<file path="config.mk">
export PLATFORM = sky130hd
export DESIGN_NAME = rst_seq
export DESIGN_NICKNAME = d
export VERILOG_FILES = /design/src/rtl/rst_seq.sv
export SDC_FILE = /design/constraint.sdc
export NUM_CORES = 1
export LEC_CHECK = 0
export CAP_MARGIN = 25
export CELL_PAD_IN_SITES_DETAIL_PLACEMENT = 1
export CELL_PAD_IN_SITES_GLOBAL_PLACEMENT = 1
export CORE_UTILIZATION = 36
export DETAILED_ROUTE_END_ITERATION = 12
export PLACE_DENSITY_LB_ADDON = 0.3
export RECOVER_POWER = 50
export SYNTH_ARGS = -nofsm -noshare
export SYNTH_HDL_FRONTEND = slang
export SYNTH_SLANG_ARGS = --single-unit
</file>
<file path="constraint.sdc">
create_clock -name clk_i -period 1.8 [get_ports clk_i]
set_clock_uncertainty 0.15 [all_clocks]
set_input_delay 0.36 -clock clk_i [delete_from_list [all_inputs] [get_ports clk_i]]
set_output_delay 0.36 -clock clk_i [all_outputs]
set_load 0.03 [all_outputs]
</file>
<file path="src/rtl/rst_seq.sv">
// ============================================================================
// Module   : rst_seq
// Brief    : Staged reset-release sequencer. After a guard period it releases
//            NUM_STAGES active-low domain resets in index order, STAGE_DLY
//            cycles apart, with a soft-reset request/ack to replay the sequence.
// Revision : 1.0 - initial release
// ============================================================================
`default_nettype none
`timescale 1ns/1ps

module rst_seq #(
    parameter int NUM_STAGES = 4,
    parameter int HOLD_CYC   = 8,
    parameter int STAGE_DLY  = 16
) (
    input  logic                  clk_i,
    input  logic                  rst_i,
    input  logic                  soft_rst_req_i,
    output logic                  soft_rst_ack_o,
    output logic [NUM_STAGES-1:0] rst_stage_no,
    output logic                  rst_done_o
);

    localparam int C_CNT_MAX = (HOLD_CYC > STAGE_DLY) ? HOLD_CYC : STAGE_DLY;
    localparam int C_CW      = $clog2(C_CNT_MAX + 1);
    localparam int C_IW      = $clog2(NUM_STAGES + 1);

    localparam logic [C_CW-1:0]       C_HOLD_LAST = C_CW'(HOLD_CYC - 1);
    localparam logic [C_CW-1:0]       C_DLY_LAST  = C_CW'(STAGE_DLY - 1);
    localparam logic [C_CW-1:0]       C_CNT_ONE   = C_CW'(1);
    localparam logic [C_IW-1:0]       C_IDX_LAST  = C_IW'(NUM_STAGES - 1);
    localparam logic [C_IW-1:0]       C_IDX_ONE   = C_IW'(1);
    localparam logic [NUM_STAGES-1:0] C_STAGE_ONE = NUM_STAGES'(1);

    typedef enum logic [1:0] {
        S_HOLD    = 2'd0,
        S_RELEASE = 2'd1,
        S_RUN     = 2'd2
    } state_t;

    state_t                r_state;
    state_t                w_state_nxt;
    logic [C_CW-1:0]       r_cnt;
    logic [C_CW-1:0]       w_cnt_nxt;
    logic [C_IW-1:0]       r_idx;
    logic [C_IW-1:0]       w_idx_nxt;
    logic [NUM_STAGES-1:0] r_stage_n;
    logic [NUM_STAGES-1:0] w_stage_n_nxt;
    logic                  r_done;
    logic                  w_done_nxt;
    logic                  r_ack;
    logic                  w_ack_nxt;

    always_ff @(posedge clk_i) begin
        if (rst_i) begin
            r_state   <= S_HOLD;
            r_cnt     <= '0;
            r_idx     <= '0;
            r_stage_n <= '0;
            r_done    <= 1'b0;
            r_ack     <= 1'b0;
        end else begin
            r_state   <= w_state_nxt;
            r_cnt     <= w_cnt_nxt;
            r_idx     <= w_idx_nxt;
            r_stage_n <= w_stage_n_nxt;
            r_done    <= w_done_nxt;
            r_ack     <= w_ack_nxt;
        end
    end

    always_comb begin
        w_state_nxt   = r_state;
        w_cnt_nxt     = r_cnt;
        w_idx_nxt     = r_idx;
        w_stage_n_nxt = r_stage_n;
        w_done_nxt    = r_done;
        w_ack_nxt     = 1'b0;

        case (r_state)
            S_HOLD: begin
                if (r_cnt == C_HOLD_LAST) begin
                    w_state_nxt = S_RELEASE;
                    w_cnt_nxt   = '0;
                    w_idx_nxt   = '0;
                end else begin
                    w_cnt_nxt = r_cnt + C_CNT_ONE;
                end
            end

            S_RELEASE: begin
                if (r_cnt == C_DLY_LAST) begin
                    // Bits are set strictly in index order, so release is monotonic.
                    w_stage_n_nxt = r_stage_n | (C_STAGE_ONE << r_idx);
                    w_cnt_nxt     = '0;
                    w_idx_nxt     = r_idx + C_IDX_ONE;
                    if (r_idx == C_IDX_LAST) begin
                        w_done_nxt  = 1'b1;
                        w_state_nxt = S_RUN;
                    end
                end else begin
                    w_cnt_nxt = r_cnt + C_CNT_ONE;
                end
            end

            S_RUN: begin
                if (soft_rst_req_i) begin
                    w_ack_nxt     = 1'b1;
                    w_stage_n_nxt = '0;
                    w_done_nxt    = 1'b0;
                    w_state_nxt   = S_HOLD;
                    w_cnt_nxt     = '0;
                    w_idx_nxt     = '0;
                end
            end

            default: begin
                w_state_nxt   = S_HOLD;
                w_cnt_nxt     = '0;
                w_idx_nxt     = '0;
                w_stage_n_nxt = '0;
                w_done_nxt    = 1'b0;
            end
        endcase
    end

    assign soft_rst_ack_o = r_ack;
    assign rst_stage_no   = r_stage_n;
    assign rst_done_o     = r_done;

endmodule

`default_nettype wire
</file>
* Word-level counts from Yosys, hierarchy flattened *
Index checks and enable logic that the tools add are counted.

operators by class
  add/sub/neg operators = 2
  equality and inequality tests = 9
  shift operators = 1
  mux-type cells = 21
  bitwise operators = 3
  reduce and logical (&&, ||, !) cells = 6

operator list
  operator                                          count
  2-to-1 mux 5 bit                                  3
  case mux 5 bit (3 select lines)                   1
  case mux 4 bit (3 select lines)                   1
  2-to-1 mux 3 bit                                  3
  case mux 3 bit (3 select lines)                   1
  2-to-1 mux 2 bit                                  4
  2-to-1 mux 4 bit                                  2
  inequality test 2 bit (second input constant)     4
  AND reduction 4 bit                               2
  case mux 2 bit (3 select lines)                   1
  AND reduction 3 bit                               2
  adder 5 x 1 -> 5 bit (second input constant)      1
  == test 5 x 3 -> 1 bit (second input constant)    1
  == test 5 x 4 -> 1 bit (second input constant)    1
  2-to-1 mux 1 bit                                  4
  bitwise OR 4 bit                                  1
  << shifter 1 x 3 -> 4 bit (first input constant)  1
  adder 3 x 1 -> 3 bit (second input constant)      1
  == test 3 x 2 -> 1 bit (second input constant)    1
  case mux 1 bit (3 select lines)                   1
  == test 2 x 1 -> 1 bit (second input constant)    1
  == test 2 bit (second input constant)             1
  logical NOT 2 bit                                 1
  inverter 1 bit                                    2
  OR reduction 2 bit                                1

storage, ports and cells
  flip-flop bits (word level) = 16
  output and inout port bits = 6

* Depth between registers and ports, before layout *
Gate-level depths: netlist (run 1).

  depth after elaboration = 4
  depth in mapped cells = 7
  mapped depth without buffers = 7

* Least setup slack after synthesis (run 1) *
No wires, ideal clock.

  kind = register to register
  from = register r_cnt[0]
  to = register r_idx[2]
  setup time = 121 ps
  data arrival time = 1,645 ps
  path slack = -117 ps
  cell stages (with the launch flop) = 8
  buffers on the path = 0
  period minus slack after synthesis = 1,917 ps
  cell sequence = dfxtp_1 -> ha_1 -> nand3_1 -> inv_1 -> ha_1 -> nor2_1 -> or3_4 -> mux2_4

on the way
  longest elaborated chain between the ends = 3
  elaborated cells between the ends (all ways) = 5
  those cells by class = eq/ne: 4; reduce/logical: 1

RTL lines
  what                                                                     line    RTL
  start: declaration                                                       43      logic [C_CW-1:0] r_cnt;
  start signal: assignment                                                 64      r_cnt <= w_cnt_nxt;
  == test 5 x 4 -> 1 bit / == test 5 x 3 -> 1 bit (equally long branches)  92, 82
  inequality test 2 bit (no line)                                          --
  AND reduction 3 bit (no line) *                                          --
  end signal: assignment                                                   65      r_idx <= w_idx_nxt;
  end: declaration                                                         45      logic [C_IW-1:0] r_idx;

Every way passes the cells marked *; elsewhere a longest branch is shown, timed or not.
A chain may end at the register's enable or synchronous reset.

* Final worst setup path (run 1) *
Same ends and word-level chain as after synthesis.

==> flow_summary.ini, run 1 <==
[grt]
gr-total-overflow = 0
antenna_found_initial = 0
first_global_vias = 777
grt_max_degree = 12
track_usage = 0.184
grt_pass1_wl_um = 3350

[cells_and_area]
num_antenna_cells = 0
area_growth_pct = 36.7
postLayoutCellArea_um2 = 1090
fin_nets = 125
fin_util = 0.540
layout-drive-gt1-share = 0.292

[route]
first_iter_violations = 6
wl_um = 1860
via_per_inst = 5.13
dr.pass1.iters = 4
final_antenna_net_count = 0
wl_per_cell_um = 13.3
route.detailed.drc = 0
vias = 718

[setup_path]
startpoint_type = register
startpoint = r_cnt[0]$_SDFFE_PP0P_
crit_path_cell_trace = ha_4 > nand3_4 > inv_2 > ha_4 > nor2_4 > or3_4 > mux2_4
endpoint = r_idx[2]$_SDFFE_PP0P_
cp.arrival_ps = 1850
end_kind = register
crit_top_cell = ha_4
worstRegToRegCells = 7
cp.required_ps = 1840
path_max_fanout = 3
r2r_end = r_idx[2]$_SDFFE_PP0P_
slowest_stage = or3_4
rrSetupSlack_ps = -7
critPathKind = register to register
r2r-start = r_cnt[0]$_SDFFE_PP0P_
crit_path_max_incr_delay_ps = 400

[synth]
yosysUniqueCellTypes = 31
synth_area_per_cell_um2 = 8.97
syn_inst = 89
ys.flop_type = dfxtp_1
synthTopCellsByArea = dfxtp_1 40%, ha_1 13%, nor2_1 4.7%
synthTopCellsByCount = 16 x dfxtp_1, 10 x nor2_1, 8 x ha_1, 8 x inv_1, 7 x nand2_1
synth_edf_count = 0
yosysTopAreaCell = dfxtp_1
yosys_warnings = 0
synth-seq-cells = 16
yosysMostFrequentCell = dfxtp_1
synth-async-reset-ratio = 0
netlist_area_um2 = 798
synth.yosys.seq_area_share = 0.401
synth_fp_nets = 100
yosysTopAreaCellShare = 0.401

[power_and_ir_drop]
leakage_nw = 0.463
ir_drop_v = 0.000419
p_sw_mw = 0.148
p_sw_frac = 0.225
power.internal_mw = 0.508
clockPowerShare = 0.368
pwr-share-seq = 0.561
combPwrFrac = 0.070
powerDensity_nw_per_um2 = 601

[floorplanning]
core_area_um2 = 2020
io_pins = 9
die_h_um = 49.1
start_util = 0.395
die_x_um = 49.1
die_area_um2 = 2410
rows = 16

[clock_network]
clkTransAtPathRegs_ps = 100
cts_buffers = 3
clk_path_buf_depth = 2
cts_tree = done
clock_tree.root_cell = clkbuf_4
cts_sinks = 16
insertion_delay_ps = 290
ctsHtreeMaxLevel = 1

[min_path]
min_path_type = register to register

[timing]
slew_headroom = 0.734
maxSlewViolCount = 0
tightest_slew_ps = 399
rsz0062_at_grt = yes
fin_ws_ps = -6.92
setup_violations = 1
hold_violations = 0
period_share = 1.00
finalCriticalPeriod_ps = 1810
fmax_ghz = 0.553

[place]
dpl.hpwl_um = 1430
gp_congestion = 0.790
placed_cell_area_um2 = 1020
port_buffers = 8

[run_status]
violations = negative setup slack
outcome = finished, violations left

[job]
max_cap_viol_count = 0
==> cell families after synthesis <==
kind of cell | synth area share
and+or+nand+nor | 0.193
adders and majority gates | 0.125
muxes | 0.0313
DFF | 0.401
xor gates and xnor gates | 0.0110
AOI/OAI and AO/OA | 0.180
buffers and inverters | 0.0580
==> critical path: cells and delay by family (launching register included) <==
kind          cells  cell delay [ps]
fa+ha+maj         2              290
buf+inv           1               70
flops             1              380
mux               1              300
simple gates      3              510
==> sequential cells by signal (all words and copies together) (netlist names) <==
name,count
rst_done_o,1
rst_stage_no,4
r_state,2
soft_rst_ack_o,1
r_idx,3
r_cnt,5
==> what timing repair did <==
item	4_1_cts	5_1_grt
gates cloned	0	0
hold buffers	0	0
setup buffers	0	3
setup endpoints to repair	5	9
pin swaps	0	4
resized for setup	5	8
==> cell usage in the layout (no fill, tap or decap), drive strengths merged, types with 2 or more instances in the layout <==
cell type    instances
dlygate4sd2          5
nor4                 2
nor3                 4
ha                   8
nand2                7
buf                 15
nor2                11
nand3                3
a22o                 3
o21a                 2
nand2b               2
dfxtp               16
o21ai                4
inv                  8
clkbuf               5
a21oi                2
==> metrics by stage <==
step	setup slack, ps	setup TNS [ps]	std cells	power [mW]	hold slack [ps]
2_1_floorplan	37.2	0	89	0.400	311
5_1_grt	-70.2	-205	140	0.695	353
3_3_place_gp	-229	-576	133	0.418	300
3_5_place_dp	-267	-692	133	0.421	314
6_report	-6.92	-6.92	140	0.656	328
4_1_cts	8.01	0	137	0.668	335
==> routing by layer <==
metal / track usage / vias to the layer above / share of wire
met5: 0 / - / 0
met4: 0.0735 / 0 / 0.010
met3: 0.0280 / 2 / 0.016
met2: 0.331 / 10 / 0.53
met1: 0.215 / 349 / 0.44
li1: - / 357 / -
==> cell type report <==
cell class / count / area [µm²]
fillers: 247 / 931
multi-input cells: 62 / 483
flip-flops and latches: 16 / 328
repair buffers: 23 / 180
clock buffers: 4 / 36.3
well taps: 27 / 33.8
inverters: 8 / 30.0
==> how the worst min path moves through the flow <==
stage | end | cells past startpoint | slack [ps] | from
6_report | rst_stage_no[2]$_SDFFE_PP0P_ | 1 | 330 | rst_stage_no[2]$_SDFFE_PP0P_
3_3_place_gp | rst_done_o$_SDFFE_PP0P_ | 1 | 300 | rst_done_o$_SDFFE_PP0P_
2_1_floorplan | r_cnt[1]$_SDFFE_PP0P_ | 2 | 310 | r_cnt[1]$_SDFFE_PP0P_
4_1_cts | rst_stage_no[3]$_SDFFE_PP0P_ | 1 | 340 | rst_stage_no[3]$_SDFFE_PP0P_
5_1_grt | rst_done_o$_SDFFE_PP0P_ | 1 | 350 | rst_done_o$_SDFFE_PP0P_
3_5_place_dp | rst_stage_no[3]$_SDFFE_PP0P_ | 1 | 310 | rst_stage_no[3]$_SDFFE_PP0P_
==> power groups by stage <==
stage | Clock [mW] | Sequential, mW | Combinational [mW]
final | 0.242 | 0.368 | 0.0462
after global routing | 0.272 | 0.370 | 0.0536
after CTS | 0.255 | 0.369 | 0.0435
after detailed placement | 0 | 0.377 | 0.0436
after global placement | 0 | 0.377 | 0.0411
after floorplan | 0 | 0.376 | 0.0238
No activity file was read; power rests on OpenSTA's default activity.
==> run 2, diff against run 1 <==
--- a/config.mk
+++ b/config.mk
@@ -8,10 +8,11 @@
 export CAP_MARGIN = 25
 export CELL_PAD_IN_SITES_DETAIL_PLACEMENT = 1
 export CELL_PAD_IN_SITES_GLOBAL_PLACEMENT = 1
-export CORE_UTILIZATION = 36
+export CORE_UTILIZATION = 40
 export DETAILED_ROUTE_END_ITERATION = 12
 export PLACE_DENSITY_LB_ADDON = 0.3
 export RECOVER_POWER = 50
+export SKIP_CTS_REPAIR_TIMING = 1
 export SYNTH_ARGS = -nofsm -noshare
 export SYNTH_HDL_FRONTEND = slang
 export SYNTH_SLANG_ARGS = --single-unit
==> constraint.sdc (replaced) <==
create_clock -name clk_i -period 2.1 [get_ports clk_i]
set_clock_uncertainty 0.15 [all_clocks]
set_input_delay 0.42 -clock clk_i [delete_from_list [all_inputs] [get_ports clk_i]]
set_output_delay 0.42 -clock clk_i [all_outputs]
set_load 0.03 [all_outputs]
==> run 2 against run 1 <==
Against the previous run:
- the run now ends clean
- final cell count is 6.4% lower
- sequential share of layout area is 2.4 points higher
- maximum frequency is 9.5% lower
- global-route usage is 2.3 points higher
- non-clock buffer count is 7 lower
==> flow_summary.ini, run 2 (synthesis gave the netlist of run 1 again) <==
[run_status]
outcome = complete, no violations

[clock_network]
insertion_delay_ps = 300
cts_buffers = 3
ctsHtreeMaxLevel = 1
clkTransAtPathRegs_ps = 100
clk_path_buf_depth = 2
cts_tree = done
cts_sinks = 16
clock_tree.root_cell = clkbuf_4

[route]
first_iter_violations = 5
via_per_inst = 5.31
vias = 695
wl_per_cell_um = 14.1
final_antenna_net_count = 0
wl_um = 1850
dr.pass1.iters = 4
route.detailed.drc = 0

[floorplanning]
die_area_um2 = 2180
rows = 15
start_util = 0.443
core_area_um2 = 1800
io_pins = 9
die_h_um = 46.7
die_x_um = 46.7

[power_and_ir_drop]
powerDensity_nw_per_um2 = 563
p_sw_mw = 0.127
pwr-share-seq = 0.566
p_sw_frac = 0.228
clockPowerShare = 0.380
ir_drop_v = 0.000411
total_power_mw = 0.556
power.internal_mw = 0.429
leakage_nw = 0.408
combPwrFrac = 0.054

[cells_and_area]
num_antenna_cells = 0
layout_common_cells = 16 x dfxtp_1, 10 x nor2_1, 8 x inv_1, 8 x ha_1
layout_commonest_cell = dfxtp_1
regMostFlops = r_cnt
fin_nets = 118
num-fill-cells = 239
largest_reg_flops = 5
area_growth_pct = 23.5
layout-drive-gt1-share = 0.160
postLayoutCellArea_um2 = 986

[setup_path]
startpoint_type = register
cp.arrival_ps = 2040
path_max_fanout = 4
critPathKind = register to register
cp.required_ps = 2140
end_kind = register

[timing]
setup_violations = 0
tns_ps = 0
fmax_ghz = 0.501
fin_ws_ps = 103
maxSlewViolCount = 0
period_share = 0.951
slew_headroom = 0.746
tightest_slew_ps = 379
finalCriticalPeriod_ps = 2000
hold_violations = 0
rsz0062_at_grt = no
hold_ws_ps = 325

[grt]
track_usage = 0.207
first_global_vias = 680
gr-total-overflow = 0
antenna_found_initial = 0
grt_pass1_wl_um = 3080
grt_max_degree = 12

[place]
gp_congestion = 0.735
placed_cell_area_um2 = 953
dpl.hpwl_um = 1450
pre_cts_ws_ps = -19.5
port_buffers = 8

[job]
max_cap_viol_count = 0

[min_path]
min_path_type = register to register
## run 2: cell types whose count changed in the layout (fill, tap and decap cells not counted), sizes merged
cell / change
buf: -8
dlygate4sd2: -5
clkdlybuf4s50: +5
dlygate4sd3: +1
## run 2: metrics by stage
step | instances | utilization
5_1_grt | 131 | 0.547
6_report | 131 | 0.547
4_1_cts | 131 | 0.549
2_1_floorplan | 89 | -
3_3_place_gp | 127 | 0.529
3_5_place_dp | 127 | 0.529
## run 2: worst paths after layout
check / to / slack [ps] / cells after the start / startpoint
max: r_idx[2]$_SDFFE_PP0P_ / 100 / 7 / r_cnt[0]$_SDFFE_PP0P_
min: rst_stage_no[3]$_SDFFE_PP0P_ / 330 / 1 / rst_stage_no[3]$_SDFFE_PP0P_
max reg2reg: r_idx[2]$_SDFFE_PP0P_ / 100 / 7 / r_cnt[0]$_SDFFE_PP0P_
min reg2reg: rst_stage_no[3]$_SDFFE_PP0P_ / 330 / 1 / rst_stage_no[3]$_SDFFE_PP0P_
## run 2: routing by layer
| layer | share of wire | track usage | wire (µm) | vias to the layer above |
|---|---|---|---|---|
| met5 | 0 | 0 | 0 | - |
| met4 | 0.024 | 0.0857 | 44 | 0 |
| met3 | 0.023 | 0.0471 | 43 | 4 |
| met2 | 0.53 | 0.383 | 986 | 12 |
| met1 | 0.42 | 0.221 | 778 | 334 |
| li1 | - | - | - | 345 |
## run 2: final cells by class
| type | count | area [µm²] | share of cell area |
|---|---|---|---|
| multi-input cells | 62 | 432 | 0.438 |
| flip-flops and latches | 16 | 320 | 0.325 |
| repair buffers | 16 | 136 | 0.138 |
| clock buffers | 4 | 36.3 | 0.0368 |
| well taps | 25 | 31.3 | 0.0317 |
| inverters | 8 | 30.0 | 0.0305 |
## run 2: power by group through the flow
stage               Combinational (mW)  Clock, mW  Sequential [mW]
floorplan                       0.0186          0            0.320
global placement                0.0293          0            0.321
detailed placement              0.0304          0            0.321
CTS                             0.0306      0.217            0.314
global route                    0.0331      0.236            0.315
finish                          0.0298      0.211            0.314
## run 2: critical path, cell delays in order, from the launching register on
cell	delay (ps)
dfxtp_1	380
ha_1	260
nand3_1	120
inv_1	70
ha_1	170
nor2_1	70
or3_4	360
mux2_4	300
==> run 3, diff against run 2 <==
--- a/config.mk
+++ b/config.mk
@@ -10,9 +10,10 @@
 export CELL_PAD_IN_SITES_GLOBAL_PLACEMENT = 1
 export CORE_UTILIZATION = 40
 export DETAILED_ROUTE_END_ITERATION = 12
-export PLACE_DENSITY_LB_ADDON = 0.3
+export PLACE_DENSITY = 0.75
 export RECOVER_POWER = 50
 export SKIP_CTS_REPAIR_TIMING = 1
+export SKIP_LAST_GASP = 1
 export SYNTH_ARGS = -nofsm -noshare
 export SYNTH_HDL_FRONTEND = slang
 export SYNTH_SLANG_ARGS = --single-unit
==> run 3 against run 2 <==
Against the previous run:
- sequential cell count is the same
- sequential power hardly changed
- via count grew 1.3%
- first-iteration DRC count up 120%
- non-clock buffer count unchanged
==> flow_summary.ini, run 3 (synthesis gave the netlist of run 1 again) <==
[timing]
setup_violations = 0
fmax_ghz = 0.506
tightest_slew_ps = 374
hold_violations = 0
rsz0062_at_grt = no
period_share = 0.941
finalCriticalPeriod_ps = 1980
slew_headroom = 0.750
maxSlewViolCount = 0

[power_and_ir_drop]
leakage_nw = 0.414
clockPowerShare = 0.386
pwr-share-seq = 0.561
power.internal_mw = 0.428
ir_drop_v = 0.000428
powerDensity_nw_per_um2 = 568
combPwrFrac = 0.053
p_sw_frac = 0.236
p_sw_mw = 0.132

[cells_and_area]
num_antenna_cells = 0
layout_common_cells = 16 x dfxtp_1, 10 x nor2_1, 8 x inv_1, 8 x ha_1
largest_reg_flops = 5
fin_util = 0.547
postLayoutCellArea_um2 = 986
stdcell_count = 131
layout_commonest_cell = dfxtp_1
regMostFlops = r_cnt
layout-drive-gt1-share = 0.160
area_growth_pct = 23.5
fin_nets = 118

[grt]
gr-total-overflow = 0
grt_pass1_wl_um = 2990
grt_max_degree = 12
track_usage = 0.205
first_global_vias = 671
antenna_found_initial = 0

[route]
first_iter_violations = 11
vias = 704
via_per_inst = 5.37
dr.pass1.iters = 4
route.detailed.drc = 0
wl_per_cell_um = 14.2
wl_um = 1860
final_antenna_net_count = 0

[setup_path]
rrSetupSlack_ps = 120
r2r-start = r_cnt[0]$_SDFFE_PP0P_
cp.required_ps = 2150
cp.depth = 7
endpoint = r_idx[2]$_SDFFE_PP0P_
startpoint = r_cnt[0]$_SDFFE_PP0P_
critPathKind = register to register
crit_buf_inv = 1
r2r_end = r_idx[2]$_SDFFE_PP0P_
cp_top_family = simple AND/OR/NAND/NOR gates
cp.arrival_ps = 2020
startpoint_type = register
crit_path_max_incr_delay_ps = 390
worstRegToRegCells = 7
end_kind = register
slowest_stage = dfxtp_1
crit_top_cell = ha_1
path_max_fanout = 4
crit_path_cell_trace = ha_1 > nand3_1 > inv_1 > ha_1 > nor2_1 > or3_4 > mux2_4

[floorplanning]
io_pins = 9
start_util = 0.443
die_x_um = 46.7
die_h_um = 46.7
die_area_um2 = 2180
rows = 15
core_area_um2 = 1800

[min_path]
min_path_type = register to register

[place]
dp.cells = 127
port_buffers = 8
placed_cell_area_um2 = 953
dpl.hpwl_um = 1400
gp_congestion = 0.753

[clock_network]
cts_tree = done
clock_tree.root_cell = clkbuf_4
clkTransAtPathRegs_ps = 100
cts_buffers = 3
cts_sinks = 16
clk_path_buf_depth = 2
insertion_delay_ps = 300
ctsHtreeMaxLevel = 1

[run_status]
outcome = complete, no violations

[job]
max_cap_viol_count = 0
[run 3: cell types whose count changed in the layout (fill, tap and decap cells not counted), sizes merged]
cell	change
clkdlybuf4s50	-2
dlygate4sd3	+2
[run 3: per-stage QoR]
stage               hold slack (ps)  power (mW)  setup slack, ps  TNS, ps
floorplan                       299       0.338              183        0
global placement                298       0.349            -4.73    -4.73
detailed placement              312       0.351            -5.77    -5.77
CTS                             336       0.564              109        0
global route                    356       0.580             33.1        0
finish                          321       0.560              124        0
[run 3: metal layers]
metal | share of wire | routed length [µm] | track usage
met1 | 0.45 | 840 | 0.241
met2 | 0.49 | 915 | 0.353
met4 | 0.017 | 31 | 0.0857
met3 | 0.040 | 75 | 0.0471
met5 | 0 | 0 | 0
[run 3: power by group through the flow]
stage	clock network (mW)	logic [mW]	registers, mW
after floorplan	0	0.0186	0.320
after global placement	0	0.0284	0.321
after detailed placement	0	0.0298	0.321
after CTS	0.219	0.0302	0.314
after global routing	0.232	0.0331	0.315
final	0.216	0.0295	0.314
[run 3: area by class of cell]
| type | instances | area, µm² |
|---|---|---|
| clock buffer | 4 | 36.3 |
| fill | 227 | 816 |
| inverter | 8 | 30.0 |
| multi-input combinational | 62 | 432 |
| sequential | 16 | 320 |
| tap | 25 | 31.3 |
| timing repair buffer | 16 | 136 |
[run 3: worst min-delay path by stage]
stage	cells past startpoint	endpoint	slack, ps	from
after floorplan	2	r_cnt[1]$_SDFFE_PP0P_	300	r_cnt[1]$_SDFFE_PP0P_
after global placement	1	rst_done_o$_SDFFE_PP0P_	300	rst_done_o$_SDFFE_PP0P_
after detailed placement	1	rst_stage_no[3]$_SDFFE_PP0P_	310	rst_stage_no[3]$_SDFFE_PP0P_
after CTS	1	rst_stage_no[3]$_SDFFE_PP0P_	340	rst_stage_no[3]$_SDFFE_PP0P_
after global routing	1	rst_stage_no[3]$_SDFFE_PP0P_	360	rst_stage_no[3]$_SDFFE_PP0P_
final	1	rst_stage_no[3]$_SDFFE_PP0P_	320	rst_stage_no[3]$_SDFFE_PP0P_
==> patch, RTL diff (flow settings as in run 3) <==
Change the parameter `HOLD_CYC` from 8 to 16.
--- a/src/rtl/rst_seq.sv
+++ b/src/rtl/rst_seq.sv
@@ -10,7 +10,7 @@
 
 module rst_seq #(
     parameter int NUM_STAGES = 4,
-    parameter int HOLD_CYC   = 8,
+    parameter int HOLD_CYC   = 16,
     parameter int STAGE_DLY  = 16
 ) (
     input  logic                  clk_i,
Check against the original RTL: no difference found for any inputs over 10 cycles, from zero or initial values and one cycle with rst_i high; that may be too few to reach the edited logic, so the function may still have changed.
==> patch against run 3 <==
Utilization decreased by 4.1 points; setup slack improved by 0.073 ns; first-iteration DRC count decreased by 9.1%; routed wire length decreased by 16%; worst hold slack got worse by 0.0036 ns; combinational power decreased by 15%; total power decreased by 3.6%; non-clock buffer count decreased by 7; area after synthesis decreased by 0.94%; sequential power about the same; design area decreased by 8.4%; sequential cell count unchanged; critical path type is now flop to output port; critical endpoint is now rst_stage_no[3].
==> patch: results (changes against run 3) <==
\begin{tabular}{lr}
\hline
Metric & Value \\
\hline
\multicolumn{2}{l}{\textbf{Status}} \\
Status & completed \\
\multicolumn{2}{l}{\textbf{Route}} \\
Total wire length & 1560 um (-16\%) \\
Via count of the routed design & 603 (-14\%) \\
Wirelength per Cell & 14.0 um (-1.9\%) \\
\multicolumn{2}{l}{\textbf{Synth}} \\
Mapped Cells & 77 (-13\%) \\
Sequential fraction of the synthesis area & 40.5\% (+0.38 points) \\
Multiplexer share of the synthesized area & 0\% (-3.1 points) \\
Parity-gate share of the synthesized area counting xor and xnor cells & 0\% (-1.1 points) \\
Library cells used by synthesis & 32 (+3.2\%) \\
Synthesized-area fraction occupied by ao, oa, aoi and oai cells & 17.1\% (-0.94 points) \\
\multicolumn{2}{l}{\textbf{Global route}} \\
Via count of the first global-routing pass & 612 (-8.8\%) \\
Wire length of the first global-routing pass & 2600 um (-13\%) \\
Largest net degree at the start of global routing & 14 (+2) \\
\multicolumn{2}{l}{\textbf{STA}} \\
Worst setup slack after layout & 0.198 ns (+0.0734 ns) \\
Slew Limit Headroom & 69.5\% (-5.6 points) \\
\multicolumn{2}{l}{\textbf{Setup path}} \\
Launch point of the worst path & rst\_stage\_no[3] \\
Largest stage delay on the critical path & 0.68 ns (+0.29 ns) \\
Endpoint of the worst-slack reg-to-reg timing path & rst\_stage\_no[1] \\
Critical path peak fanout & 3 (-1) \\
Number of cells traversed by the worst register-to-register path & 3 (-4) \\
Critical register-to-register path startpoint & r\_state[1] \\
\multicolumn{2}{l}{\textbf{Power and ir drop}} \\
Worst IR drop on VDD & 0.330 mV (-23\%) \\
Total internal power & 0.426 mW (-0.56\%) \\
Cell leakage power & 0.342 nW (-17\%) \\
\multicolumn{2}{l}{\textbf{CTS}} \\
Worst-Skew Late Latency & 0.28 ns (-0.02 ns) \\
\multicolumn{2}{l}{\textbf{Placed design}} \\
Worst setup timing slack at the placement stage & 0.186 ns (+0.191 ns) \\
Weighted congestion reported at the end of routability-driven placement & 0.740 (-1.8\%) \\
Half-perimeter wire length after detailed placement & 1220 um (-13\%) \\
\multicolumn{2}{l}{\textbf{Hold path}} \\
Worst Hold End & rst\_done\_o \\
Worst hold path stage count & 2 (+1) \\
\multicolumn{2}{l}{\textbf{Cells and area}} \\
Share of layout cells above drive strength 1 & 10.3\% (-5.7 points) \\
\hline
\end{tabular}
==> patch: routing by layer <==
metal	share of wire, %	GRT usage, %
met4	0.64	5.29
met2	49	29.4
met3	1.4	3.53
met1	49	21.0
met5	0	0
==> patch: through the flow <==
step	hold slack, ns	util, %	area (um2)	total power, mW
2_1_floorplan	0.306	-	791	0.337
3_3_place_gp	0.292	49.1	876	0.345
3_5_place_dp	0.313	49.1	876	0.346
4_1_cts	0.327	51.2	912	0.548
5_1_grt	0.343	50.7	903	0.566
6_report	0.318	50.7	903	0.540
==> patch: worst min-delay path, cell delays in order (launching register included) <==
cell and delay, ns:
sky130_fd_sc_hd__dfxtp_1 0.33, sky130_fd_sc_hd__nand2_1 0.05, sky130_fd_sc_hd__a21oi_1 0.05
==> patch: worst max-delay path by stage <==
stage / cells after the start / to
2_1_floorplan: 4 / rst_stage_no[3]
3_3_place_gp: 4 / r_idx[2]
3_5_place_dp: 4 / r_idx[1]
4_1_cts: 1 / rst_stage_no[3]
5_1_grt: 1 / rst_stage_no[3]
6_report: 1 / rst_stage_no[3]
==> patch: cell families (layout without fill, tap and decap cells) <==
family	count (synthesis)	in the layout
compound gates	19	19
fa+ha+maj	6	6
flops	16	16
buf+inv	8	18
simple gates	28	28
==> patch: power groups by stage <==
stage               logic [mW]  clock network, mW  registers, mW
finish                  0.0251              0.201          0.313
detailed placement      0.0259                  0          0.320
global placement        0.0252                  0          0.320
CTS                     0.0262              0.209          0.313
global route            0.0280              0.223          0.314
floorplan               0.0176                  0          0.319
==> patch: layout make-up <==
cell class,count,area (um2),share of cell area [%]
Multi-Input combinational cell,53,409,45.3
Sequential cell,16,320,35.5
Timing Repair Buffer,9,87.6,9.70
Clock buffer,4,36.3,4.02
Tap cell,25,31.3,3.46
Inverter,5,18.8,2.08
